### config.mk
export PLATFORM = sky130hd
export DESIGN_NAME = fifo_sync_param
export DESIGN_NICKNAME = d
export VERILOG_FILES = /design/src/rtl/fifo_sync_param.sv
export SDC_FILE = /design/constraint.sdc
export NUM_CORES = 1
export LEC_CHECK = 0
export ABC_AREA = 1
export BUFFER_PORTS_ARGS = -buffer_cell sky130_fd_sc_hd__buf_2
export CORE_ASPECT_RATIO = 0.5
export CORE_MARGIN = 1.5
export CORE_UTILIZATION = 45
export DETAILED_ROUTE_END_ITERATION = 8
export HOLD_SLACK_MARGIN = 0.15
export PLACE_DENSITY = 0.75
export RECOVER_POWER = 100
export SKIP_CTS_REPAIR_TIMING = 1
export SLEW_MARGIN = 30
export SYNTH_ARGS = -nofsm -noshare
export SYNTH_HDL_FRONTEND = slang
export SYNTH_SLANG_ARGS = --single-unit
### constraint.sdc
create_clock -name clk -period 2.1 [get_ports clk]
set_input_delay 0.105 -clock clk [delete_from_list [all_inputs] [get_ports clk]]
set_output_delay 0.105 -clock clk [all_outputs]
set_load 0.01 [all_outputs]
### src/rtl/fifo_sync_param.sv
// Parametrised single-clock FIFO with fill level, almost flags and overflow/underflow pulses.
// Define FIFO_FWFT_EN for first-word fall-through; otherwise data_out is a registered 1-cycle read.
module fifo_sync_param #(
    parameter int unsigned DATA_W   = 16,
    parameter int unsigned DEPTH    = 8,
    parameter int unsigned AF_LEVEL = 6,
    parameter int unsigned AE_LEVEL = 2
) (
    input  logic                     clk,
    input  logic                     rst,
    input  logic                     w_en,
    input  logic [DATA_W-1:0]        data_in,
    input  logic                     r_en,
    output logic [DATA_W-1:0]        data_out,
    output logic                     empty,
    output logic                     full,
    output logic                     almost_empty,
    output logic                     almost_full,
    output logic [$clog2(DEPTH):0]   count,
    output logic                     overflow,
    output logic                     underflow
);

    localparam int unsigned ADDR_W = $clog2(DEPTH);
    localparam int unsigned CNT_W  = ADDR_W + 1;
    localparam logic [CNT_W-1:0] DEPTH_C = CNT_W'(DEPTH);
    localparam logic [CNT_W-1:0] AF_C    = CNT_W'(AF_LEVEL);
    localparam logic [CNT_W-1:0] AE_C    = CNT_W'(AE_LEVEL);
    localparam logic [CNT_W-1:0] ONE_C   = CNT_W'(1);

    logic [DATA_W-1:0] r_mem [DEPTH];
    logic [ADDR_W:0]   r_wr_ptr;
    logic [ADDR_W:0]   r_rd_ptr;
    logic [ADDR_W:0]   r_count;
    logic              r_empty;
    logic              r_full;
    logic              r_almost_empty;
    logic              r_almost_full;
    logic              r_overflow;
    logic              r_underflow;

    logic              w_rd_ok;
    logic              w_wr_ok;
    logic [ADDR_W:0]   w_count_nxt;

    // A full FIFO still accepts a write when a read frees a slot in the same cycle.
    assign w_rd_ok = r_en & ~r_empty;
    assign w_wr_ok = w_en & (~r_full | w_rd_ok);

    always_comb begin
        w_count_nxt = r_count;
        case ({w_wr_ok, w_rd_ok})
            2'b10:   w_count_nxt = r_count + ONE_C;
            2'b01:   w_count_nxt = r_count - ONE_C;
            default: w_count_nxt = r_count;
        endcase
    end

    always_ff @(posedge clk) begin
        if (rst) begin
            r_wr_ptr       <= '0;
            r_rd_ptr       <= '0;
            r_count        <= '0;
            r_empty        <= 1'b1;
            r_full         <= 1'b0;
            r_almost_empty <= 1'b1;
            r_almost_full  <= 1'b0;
            r_overflow     <= 1'b0;
            r_underflow    <= 1'b0;
        end else begin
            if (w_wr_ok) r_wr_ptr <= r_wr_ptr + ONE_C;
            if (w_rd_ok) r_rd_ptr <= r_rd_ptr + ONE_C;
            r_count        <= w_count_nxt;
            r_empty        <= (w_count_nxt == '0);
            r_full         <= (w_count_nxt == DEPTH_C);
            r_almost_empty <= (w_count_nxt <= AE_C);
            r_almost_full  <= (w_count_nxt >= AF_C);
            r_overflow     <= w_en & ~w_wr_ok;
            r_underflow    <= r_en & ~w_rd_ok;
        end
    end

    // Storage is deliberately not reset; reset only has to block the write.
    always_ff @(posedge clk) begin
        if (!rst && w_wr_ok) begin
            r_mem[r_wr_ptr[ADDR_W-1:0]] <= data_in;
        end
    end

`ifdef FIFO_FWFT_EN
    assign data_out = r_empty ? '0 : r_mem[r_rd_ptr[ADDR_W-1:0]];
`else
    logic [DATA_W-1:0] r_data_out;

    always_ff @(posedge clk) begin
        if (rst) begin
            r_data_out <= '0;
        end else if (w_rd_ok) begin
            r_data_out <= r_mem[r_rd_ptr[ADDR_W-1:0]];
        end
    end

    assign data_out = r_data_out;
`endif

    assign empty        = r_empty;
    assign full         = r_full;
    assign almost_empty = r_almost_empty;
    assign almost_full  = r_almost_full;
    assign count        = r_count;
    assign overflow     = r_overflow;
    assign underflow    = r_underflow;

endmodule

==> results of run 1 <==
## synthesized netlist by cell type (all sizes together)
| cell | instances |
|---|---|
| edfxtp | 128 |
| nor2 | 115 |
| o21ai | 87 |
| nand2 | 57 |
| dfxtp | 32 |
| o211ai | 32 |
| a21oi | 22 |
| inv | 20 |
| buf | 18 |
| clkbuf | 11 |
| nand3 | 6 |
| ha | 5 |
| clkinv | 2 |
| xnor2 | 2 |
## registers in the layout, summed over array words and instances (netlist names)
register      cells
r_mem           128
data_out         16
count             4
r_rd_ptr          3
r_wr_ptr          3
almost_empty      1
almost_full       1
empty             1
full              1
overflow          1
underflow         1
## worst max-delay path: cells and delay by family (launching register included)
| family | cells | cell delay (ns) |
|---|---|---|
| flops | 1 | 0.32 |
| simple gates | 6 | 0.63 |
| buf+inv | 3 | 0.69 |
## cell type report
class	count	area, sq um
Clock inverter	13	175.2
Timing Repair Buffer	85	513.0
Inverter	22	86.33
Multi-Input combinational cell	326	1564
Clock buffer	19	432.9
Tap cell	192	240.2
Sequential cell	160	4486
Fill cell	1087	6128
## power by group
part | switching, mW | total (mW) | internal [mW]
Clock | 1.29 | 3.18 | 1.90
Combinational | 1.12 | 1.69 | 0.570
Sequential | 0.165 | 3.82 | 3.66
## logic make-up after synthesis
logic type / share of synthesized area, %
AOI/OAI and AO/OA: 12.55
xor gates and xnor gates: 0.2773
adders and majority gates: 0.9901
buffers and inverters: 4.515
DFF: 70.97
and+or+nand+nor: 10.69
## routing by layer
layer / track usage, % / up-vias
li1: - / 2045
met1: 26.50 / 2006
met2: 28.76 / 167
met3: 4.886 / 15
met4: 7.241 / 0
met5: 0 / -
## worst min path at each step
stage	from	endpoint	slack (ns)	cells after the start
after floorplan	rst	underflow	0.18	1
after global routing	w_en	overflow	0.50	4
after global placement	r_en	underflow	0.34	3
after detailed placement	r_en	underflow	0.34	3
final	full	overflow	0.49	2
after CTS	r_en	underflow	-0.10	3
==> flow_summary.toml, run 1 <==
[routing]
wl_per_cell_um = 16.39
antenna_left = 0
drtPass1Iterations = 5
wl_met1_mm = 6.143
routed.top_layer = "met4"
via_count = 4233
wl_met2_mm = 6.098
met3_length_um = 968
drc_errors = 0
first_iter_violations = 474
wirelength_mm = 13.39
viasPerCell = 5.181

[cells_and_area]
fin_area_sq_um = 7497
fin_cells = 817
area_delta_synth_final_pct = 18.65
drive_gt1_share_pct = 10.40
nets = 637
post-route-util_pct = 55.02
layout_commonest_cell = "edfxtp_1"
layout_common_cells = "edfxtp_1 (128), nor2_1 (115), o21ai_0 (80)"
diodes = 0

[cts]
cts_tree = "done"
clock-sinks = 160
numCtsBuffers = 17
insertion_delay_ns = 0.43
clkTransAtPathRegs_ns = 0.06
clockBufferDepth = 2
cts_htree_levels = 4
root_buffer = "clkbuf_16"

[setup_path]
crit_required_ns = 2.16
cpMostUsedCell = "nand2_1"
worst-path-max-fanout = 16
reg2reg_slack_ns = 0.11
max_stage_delay_ns = 0.47
startpoint = "empty"
cp_cell_sequence = "inv_1 -> nand2_1 -> nand2_1 -> nand2_2 -> buf_4 -> nor2_1 -> nand2_1 -> nor2_1 -> clkbuf_2"
crit_arrival_ns = 2.05
worst_r2r_endpoint = "r_mem[1][5]"
ff2ff_path_depth = 9
path_class = "flip-flop to flip-flop"
r2r-start = "empty"
cp-start-kind = "flip-flop"
slowest_stage = "clkbuf_2"
crit_path_end_kind = "flip-flop"
endpoint = "r_mem[1][5]"

[timing]
slew_headroom_pct = 55.18
tightest_slew_ns = 0.6724
fin_ws_ns = 0.1067
finalHoldViolCount = 0
setup_viol = 0
fin_worst_skew_ns = 0.006320
setup_tns_ns = 0
min_period_over_period_pct = 94.92
report.final.slew_viol_count = 0
rsz0062_at_grt = "no"
timing.fmax_ghz = 0.5017
period_needed_ns = 1.993
timing.hold.ws_ns = 0.4876

[global_route]
grt_util_all_layers_pct = 18.99
grt_pass1_wl_mm = 20.56
antenna_found_initial = 0
overflow = 0
grt_max_degree = 67
grt_pass1_vias = 3933

[yosys]
synth_area_per_cell_sq_um = 11.77
synth_warnings = 0
netlist_instances = 537
netlist.top_cell.by_area = "edfxtp_1"
synth-seq-cells = 160
synth_area_leaders = "edfxtp_1 (61%), dfxtp_1 (10%), nor2_1 (6.8%), o21ai_0 (6.4%), o211ai_1 (3.8%)"
synth.cell_area_sq_um = 6319
yosysTopAreaCellShare_pct = 60.83
synth_fp_nets = 562
ys_types = 21
ys_seq_area_share_pct = 70.97

[power]
powerDensity_nw_per_um2 = 1159
power_mw = 8.693
vdd_ir_drop_max_uv = 559.4
p_leak_nw = 2.661

[placement]
postPlaceCellArea_sq_um = 6778
dp_cells = 765
portBuffers = 45
dp_hpwl_mm = 7.670
gp_congestion = 0.8176
pre_cts_ws_ns = 0.1553

[die]
ioPinCount = 46
core-area_sq_um = 13630
die_w_um = 170.6
std_cell_rows = 30
start_util_pct = 46.37
die-area_sq_um = 14800
die_h_um = 86.79

[run_status]
status = "complete, no violations"

[min_path]
worstHoldPathType = "flip-flop to flip-flop"

[run]
maxCapViolations = 0
Note: power is estimated with default switching activity, not from simulation.
==> inputs of run 2 (changes only) <==
--- a/config.mk
+++ b/config.mk
@@ -5,7 +5,7 @@
 export SDC_FILE = /design/constraint.sdc
 export NUM_CORES = 1
 export LEC_CHECK = 0
-export ABC_AREA = 1
+export ABC_CLOCK_PERIOD_IN_PS = 2100
 export BUFFER_PORTS_ARGS = -buffer_cell sky130_fd_sc_hd__buf_2
 export CORE_ASPECT_RATIO = 0.5
 export CORE_MARGIN = 1.5
==> run 2 against run 1 <==
  * Register-to-register slack worse by 0.08 ns
  * Clock-buffer cell count down 2
  * Sequential cell count unchanged
  * Largest power group unchanged
==> flow_summary.toml, run 2 <==
[yosys]
netlist_instances = 333
synth.cell_area_sq_um = 6181
ys_seq_area_share_pct = 72.55
synth_fp_nets = 358
ys_types = 36
netlist.top_cell.by_area = "edfxtp_1"
synth_area_per_cell_sq_um = 18.56
synth_most_common_cell = "edfxtp_1"
synth-edff-count = 128
synth_warnings = 0
synth_area_leaders = "edfxtp_1 (62%), mux4_2 (11%), dfxtp_1 (10%), mux2i_1 (2.9%), nor2_1 (2.1%)"
synth-seq-cells = 160
yosysTopAreaCellShare_pct = 62.19
synth_flop_cell = "edfxtp_1"
ys_async_sr_fraction_pct = 0
ys_top_cells_by_count = "edfxtp_1 (128), nor2_1 (34), dfxtp_1 (32)"

[cells_and_area]
ff_latch_area_sq_um = 4487
area_delta_synth_final_pct = 23.26
layout_commonest_cell = "edfxtp_1"
fin_cells = 617
multiInputGateArea_sq_um = 1579
fillers = 978
layout_common_cells = "edfxtp_1 (128), nor2_1 (34), dfxtp_1 (30)"
nets = 453
diodes = 0
drive_gt1_share_pct = 30.16
largest_register_ff_count = 128

[die]
die_w_um = 168.7
core-area_sq_um = 13480
die-area_sq_um = 14490
die_h_um = 85.87
std_cell_rows = 30
ioPinCount = 46
start_util_pct = 45.87

[placement]
dp_hpwl_mm = 6.786
portBuffers = 45
pre_cts_ws_ns = -0.007189
gp_congestion = 0.7078
dp_cells = 564

[cts]
clockBufferDepth = 2
numCtsBuffers = 17
cts_tree = "done"
cts_htree_levels = 4
insertion_delay_ns = 0.42
root_buffer = "clkbuf_16"
clock-sinks = 160
clkTransAtPathRegs_ns = 0.07

[global_route]
met2_usage_pct = 29.41
antenna_found_initial = 0
grt_util_all_layers_pct = 17.02
grt_pass1_wl_mm = 17.64
grt_pass1_vias = 3156
grt_max_degree = 36
met3_usage_pct = 4.753
overflow = 0
busiest_layer = "met2"
grt_use_met1_pct = 21.56

[routing]
wirelength_mm = 11.98
viasPerCell = 5.240
wl_per_cell_um = 19.41
drtPass1Iterations = 4
first_iter_violations = 244
antenna_left = 0
drc_errors = 0
via_count = 3233

[setup_path]
worst_r2r_endpoint = "full"
cp_cell_sequence = "nand2b_4 -> nand2_4 -> nand2_4 -> ha_4 -> xor2_1 -> ha_2 -> a21oi_2 -> mux2i_1 -> xor2_1 -> o21a_1 -> nor3b_2"
crit_arrival_ns = 2.42
reg2reg_slack_ns = 0.02
r2r-start = "empty"
max_stage_delay_ns = 0.32
startpoint = "empty"
worst-path-max-fanout = 3
endpoint = "full"
crit_required_ns = 2.44
path_class = "flip-flop to flip-flop"
slowest_stage = "dfxtp_2"
ff2ff_path_depth = 11
cp-start-kind = "flip-flop"
crit_path_end_kind = "flip-flop"

[power]
power_mw = 8.317
p_leak_nw = 2.570
powerDensity_nw_per_um2 = 1092
vdd_ir_drop_max_uv = 619.0

[timing]
fin_worst_skew_ns = 0.01396
timing.fmax_ghz = 0.4819
fin_ws_ns = 0.02495
period_needed_ns = 2.075
finalHoldViolCount = 0
timing.hold.ws_ns = 0.1858
min_period_over_period_pct = 98.81
setup_viol = 0
report.final.slew_viol_count = 0
tightest_slew_ns = 0.3982
slew_headroom_pct = 73.45
rsz0062_at_grt = "yes"
setup_tns_ns = 0

[min_path]
worstHoldPathType = "input port to flip-flop"

[run_status]
status = "complete, no violations"

[run]
maxCapViolations = 0
-- run 2: changes by cell type in the layout (fill, tap and decap cells not counted), sizes merged, moves of 5 or more --
cell / change
o21ai: -85
nor2: -81
nand2: -47
buf: +36
mux4: +32
o211ai: -32
clkbuf: -27
inv: -19
mux2i: +18
a21oi: -17
a211oi: +16
xor2: +7
nand2b: +5
-- run 2: routing by layer --
| metal | share of wire, % | vias up |
|---|---|---|
| li1 | - | 1497 |
| met1 | 41 | 1613 |
| met2 | 51 | 119 |
| met3 | 6.9 | 4 |
| met4 | 0.38 | 0 |
| met5 | 0 | - |
-- run 2: worst min-delay path by stage --
| stage | to | from | depth (start not counted) | slack [ns] |
|---|---|---|---|---|
| after detailed placement | underflow | r_en | 3 | 0.36 |
| final | r_wr_ptr[1] | w_en | 5 | 0.19 |
| after floorplan | almost_empty | rst | 1 | 0.20 |
| after global routing | r_wr_ptr[1] | w_en | 5 | 0.18 |
| after CTS | underflow | r_en | 3 | -0.08 |
| after global placement | underflow | r_en | 3 | 0.36 |
-- run 2: layout make-up --
| cell class | count | share of cell area, % |
|---|---|---|
| timing repair buffer | 95 | 9.197 |
| clock buffer | 17 | 5.584 |
| sequential | 160 | 58.89 |
| clock inverter | 15 | 2.595 |
| inverter | 2 | 0.1150 |
| tap | 176 | 2.890 |
| multi-input combinational | 152 | 20.73 |
-- run 2: logic make-up after synthesis --
| family | synth area share, % |
|---|---|
| AOI/OAI and AO/OA | 3.178 |
| xor gates and xnor gates | 1.255 |
| adders and majority gates | 1.012 |
| buffers and inverters | 2.672 |
| DFF | 72.55 |
| muxes | 14.76 |
| and+or+nand+nor | 4.575 |
-- run 2: power breakdown --
| group | internal, mW | total [mW] | switching, mW |
|---|---|---|---|
| Sequential | 3.62 | 3.76 | 0.143 |
| Combinational | 0.710 | 1.40 | 0.689 |
| Clock | 1.81 | 3.15 | 1.34 |
| Total | 6.14 | 8.32 | 2.17 |
-- run 2: worst max-delay path, delay by kind of cell (launching register included) --
kind / cells / cell delay (ns)
adders and majority gates: 2 / 0.34
xor gates and xnor gates: 2 / 0.40
muxes: 1 / 0.22
DFF: 1 / 0.32
AOI/OAI and AO/OA: 2 / 0.30
and+or+nand+nor: 4 / 0.43
-- run 2: per-stage QoR --
stage,utilization [%],area (sq um)
3_5_place_dp,50.35,6785
4_1_cts,54.98,7408
5_1_grt,56.54,7619
6_report,56.54,7619
3_3_place_gp,50.35,6785
2_1_floorplan,-,6213
==> inputs of run 3 (changes only) <==
--- a/config.mk
+++ b/config.mk
@@ -11,8 +11,8 @@
 export CORE_MARGIN = 1.5
 export CORE_UTILIZATION = 45
 export DETAILED_ROUTE_END_ITERATION = 8
+export GPL_TIMING_DRIVEN = 0
 export HOLD_SLACK_MARGIN = 0.15
-export PLACE_DENSITY = 0.75
 export RECOVER_POWER = 100
 export SKIP_CTS_REPAIR_TIMING = 1
 export SLEW_MARGIN = 30
==> run 3 against run 2 <==
  * The flow now finishes with violations (setup timing)
  * First-iteration DRC count increased by 2.9%
  * Final cell count increased by 0.81%
  * Critical path depth unchanged
  * Critical path type unchanged
  * Critical endpoint unchanged
  * Largest cell class unchanged
==> flow_summary.toml, run 3 (synthesized netlist as in run 2, its figures left out) <==
[cts]
numCtsBuffers = 17
root_buffer = "clkbuf_16"
clock-sinks = 160
insertion_delay_ns = 0.42
clockBufferDepth = 2
clkTransAtPathRegs_ns = 0.07
cts_htree_levels = 4
cts_tree = "done"

[placement]
gp_congestion = 0.7611
dp_hpwl_mm = 7.725
dp_cells = 556
portBuffers = 45

[power]
p_leak_nw = 2.599
power.internal_mw = 6.293
powerDensity_nw_per_um2 = 1097
netSwitchingFraction_pct = 26.00
comb_power_share_pct = 18.4
power.share.sequential_pct = 43.9
vdd_ir_drop_max_uv = 584.6
p_switching_mw = 2.211
clock_power_share_pct = 37.7

[run]
maxCapViolations = 0

[setup_path]
worst-path-max-fanout = 4
worst_r2r_endpoint = "full"
crit_path_end_kind = "flip-flop"
cpMostUsedCell = "nand2_4"
slowest_stage = "dfxtp_2"
max_stage_delay_ns = 0.33
ff2ff_path_depth = 11
crit_required_ns = 2.44
reg2reg_slack_ns = -0.18
cp_cell_sequence = "nand2b_4 -> nand2_4 -> nand2_4 -> ha_4 -> xor2_2 -> ha_2 -> a21oi_2 -> mux2i_1 -> xor2_1 -> o21a_1 -> nor3b_2"
cp-start-kind = "flip-flop"
r2r-start = "empty"
path_class = "flip-flop to flip-flop"
crit_arrival_ns = 2.62

[timing]
slew_headroom_pct = 54.50
tightest_slew_ns = 0.6824
timing.fmax_ghz = 0.4388
fin_worst_skew_ns = 0.009470
setup_viol = 4
finalHoldViolCount = 0
fin_ws_ns = -0.1789
period_needed_ns = 2.279
min_period_over_period_pct = 108.5
report.final.slew_viol_count = 0
rsz0062_at_grt = "yes"

[global_route]
overflow = 0
grt_pass1_vias = 3329
grt_util_all_layers_pct = 18.60
antenna_found_initial = 0
grt_max_degree = 17
grt_pass1_wl_mm = 19.15

[cells_and_area]
layout_common_cells = "edfxtp_1 (128), buf_2 (34), dfxtp_1 (31)"
multiInputGateArea_sq_um = 1647
drive_gt1_share_pct = 31.61
nets = 458
diodes = 0
post-route-util_pct = 57.50
largest_register_ff_count = 128
area_delta_synth_final_pct = 25.36
fillers = 1013
ff_latch_area_sq_um = 4486
layout_commonest_cell = "edfxtp_1"
fin_cells = 622

[die]
start_util_pct = 45.87
die_w_um = 168.7
core-area_sq_um = 13480
ioPinCount = 46
die_h_um = 85.87
std_cell_rows = 30
die-area_sq_um = 14490

[min_path]
hold_start = "w_en"
worstHoldEndpoint = "r_wr_ptr[1]"
hold_path_depth = 5
worstHoldPathType = "input port to flip-flop"

[routing]
viasPerCell = 5.404
antenna_left = 0
wirelength_mm = 12.66
wl_met1_mm = 5.805
wl_per_cell_um = 20.35
routed.top_layer = "met4"
via_count = 3361
met3_length_um = 700
wl_met2_mm = 6.000
drtPass1Iterations = 4
first_iter_violations = 251
drc_errors = 0

[run_status]
violations = "setup timing"
status = "complete, but fails checks"
## run 3: cell count changes in the layout (fill, tap and decap cells not counted), sizes merged
cell / previous run / this run
clkinvlp: 3 / 1
dlygate4sd3: 19 / 20
bufinv: 2 / 3
buf: 58 / 59
clkinv: 5 / 3
inv: 7 / 10
clkbuf: 35 / 38
## run 3: final cells by class
cell class / instances / share of cell area (%)
clock inverter: 15 / 2.503
timing repair buffer: 82 / 7.880
tap: 176 / 2.842
sequential: 160 / 57.89
clock buffer: 17 / 5.490
inverter: 2 / 0.1615
buffer: 18 / 1.986
multi-input combinational: 152 / 21.25
## run 3: worst max path at each step
stage	start	endpoint	cells past startpoint
2_1_floorplan	empty	full	11
4_1_cts	empty	full	11
3_5_place_dp	empty	full	11
3_3_place_gp	empty	r_mem[4][1]	4
5_1_grt	empty	full	11
6_report	empty	full	11
## run 3: per-stage QoR
step                      setup TNS, ns  hold slack [ns]  worst slack [ns]  area [sq um]  power, mW
after floorplan                 -0.2154           0.1988          -0.09971          6213      4.818
after global placement           -65.45           0.3571           -0.5549          6659      5.186
after detailed placement         -1.929           0.3634           -0.4793          6746      5.278
after CTS                        -2.195         -0.08104           -0.4943          7366      8.469
after global routing             -1.004           0.1840           -0.2801          7749      8.850
final                           -0.5553           0.1809           -0.1789          7749      8.504
## run 3: power groups by stage
stage	Combinational [mW]	Clock (mW)	Sequential, mW
after floorplan	0.978	0	3.84
after global placement	1.41	0	3.78
after detailed placement	1.48	0	3.79
after CTS	1.49	3.25	3.73
after global routing	1.71	3.39	3.75
final	1.57	3.21	3.73
## run 3: worst max-delay path: cells and delay by family (launching register included)
family          cells  cell delay (ns)
xor+xnor            2             0.45
compound gates      2             0.31
flops               1             0.33
fa+ha+maj           2             0.37
simple gates        4             0.52
mux                 1             0.22
## run 3: per-layer routing
| layer | global-route usage (%) | vias up |
|---|---|---|
| met5 | 0 | - |
| met4 | 4.545 | 0 |
| met3 | 6.276 | 14 |
| met2 | 29.56 | 97 |
| met1 | 25.02 | 1744 |
| li1 | - | 1506 |
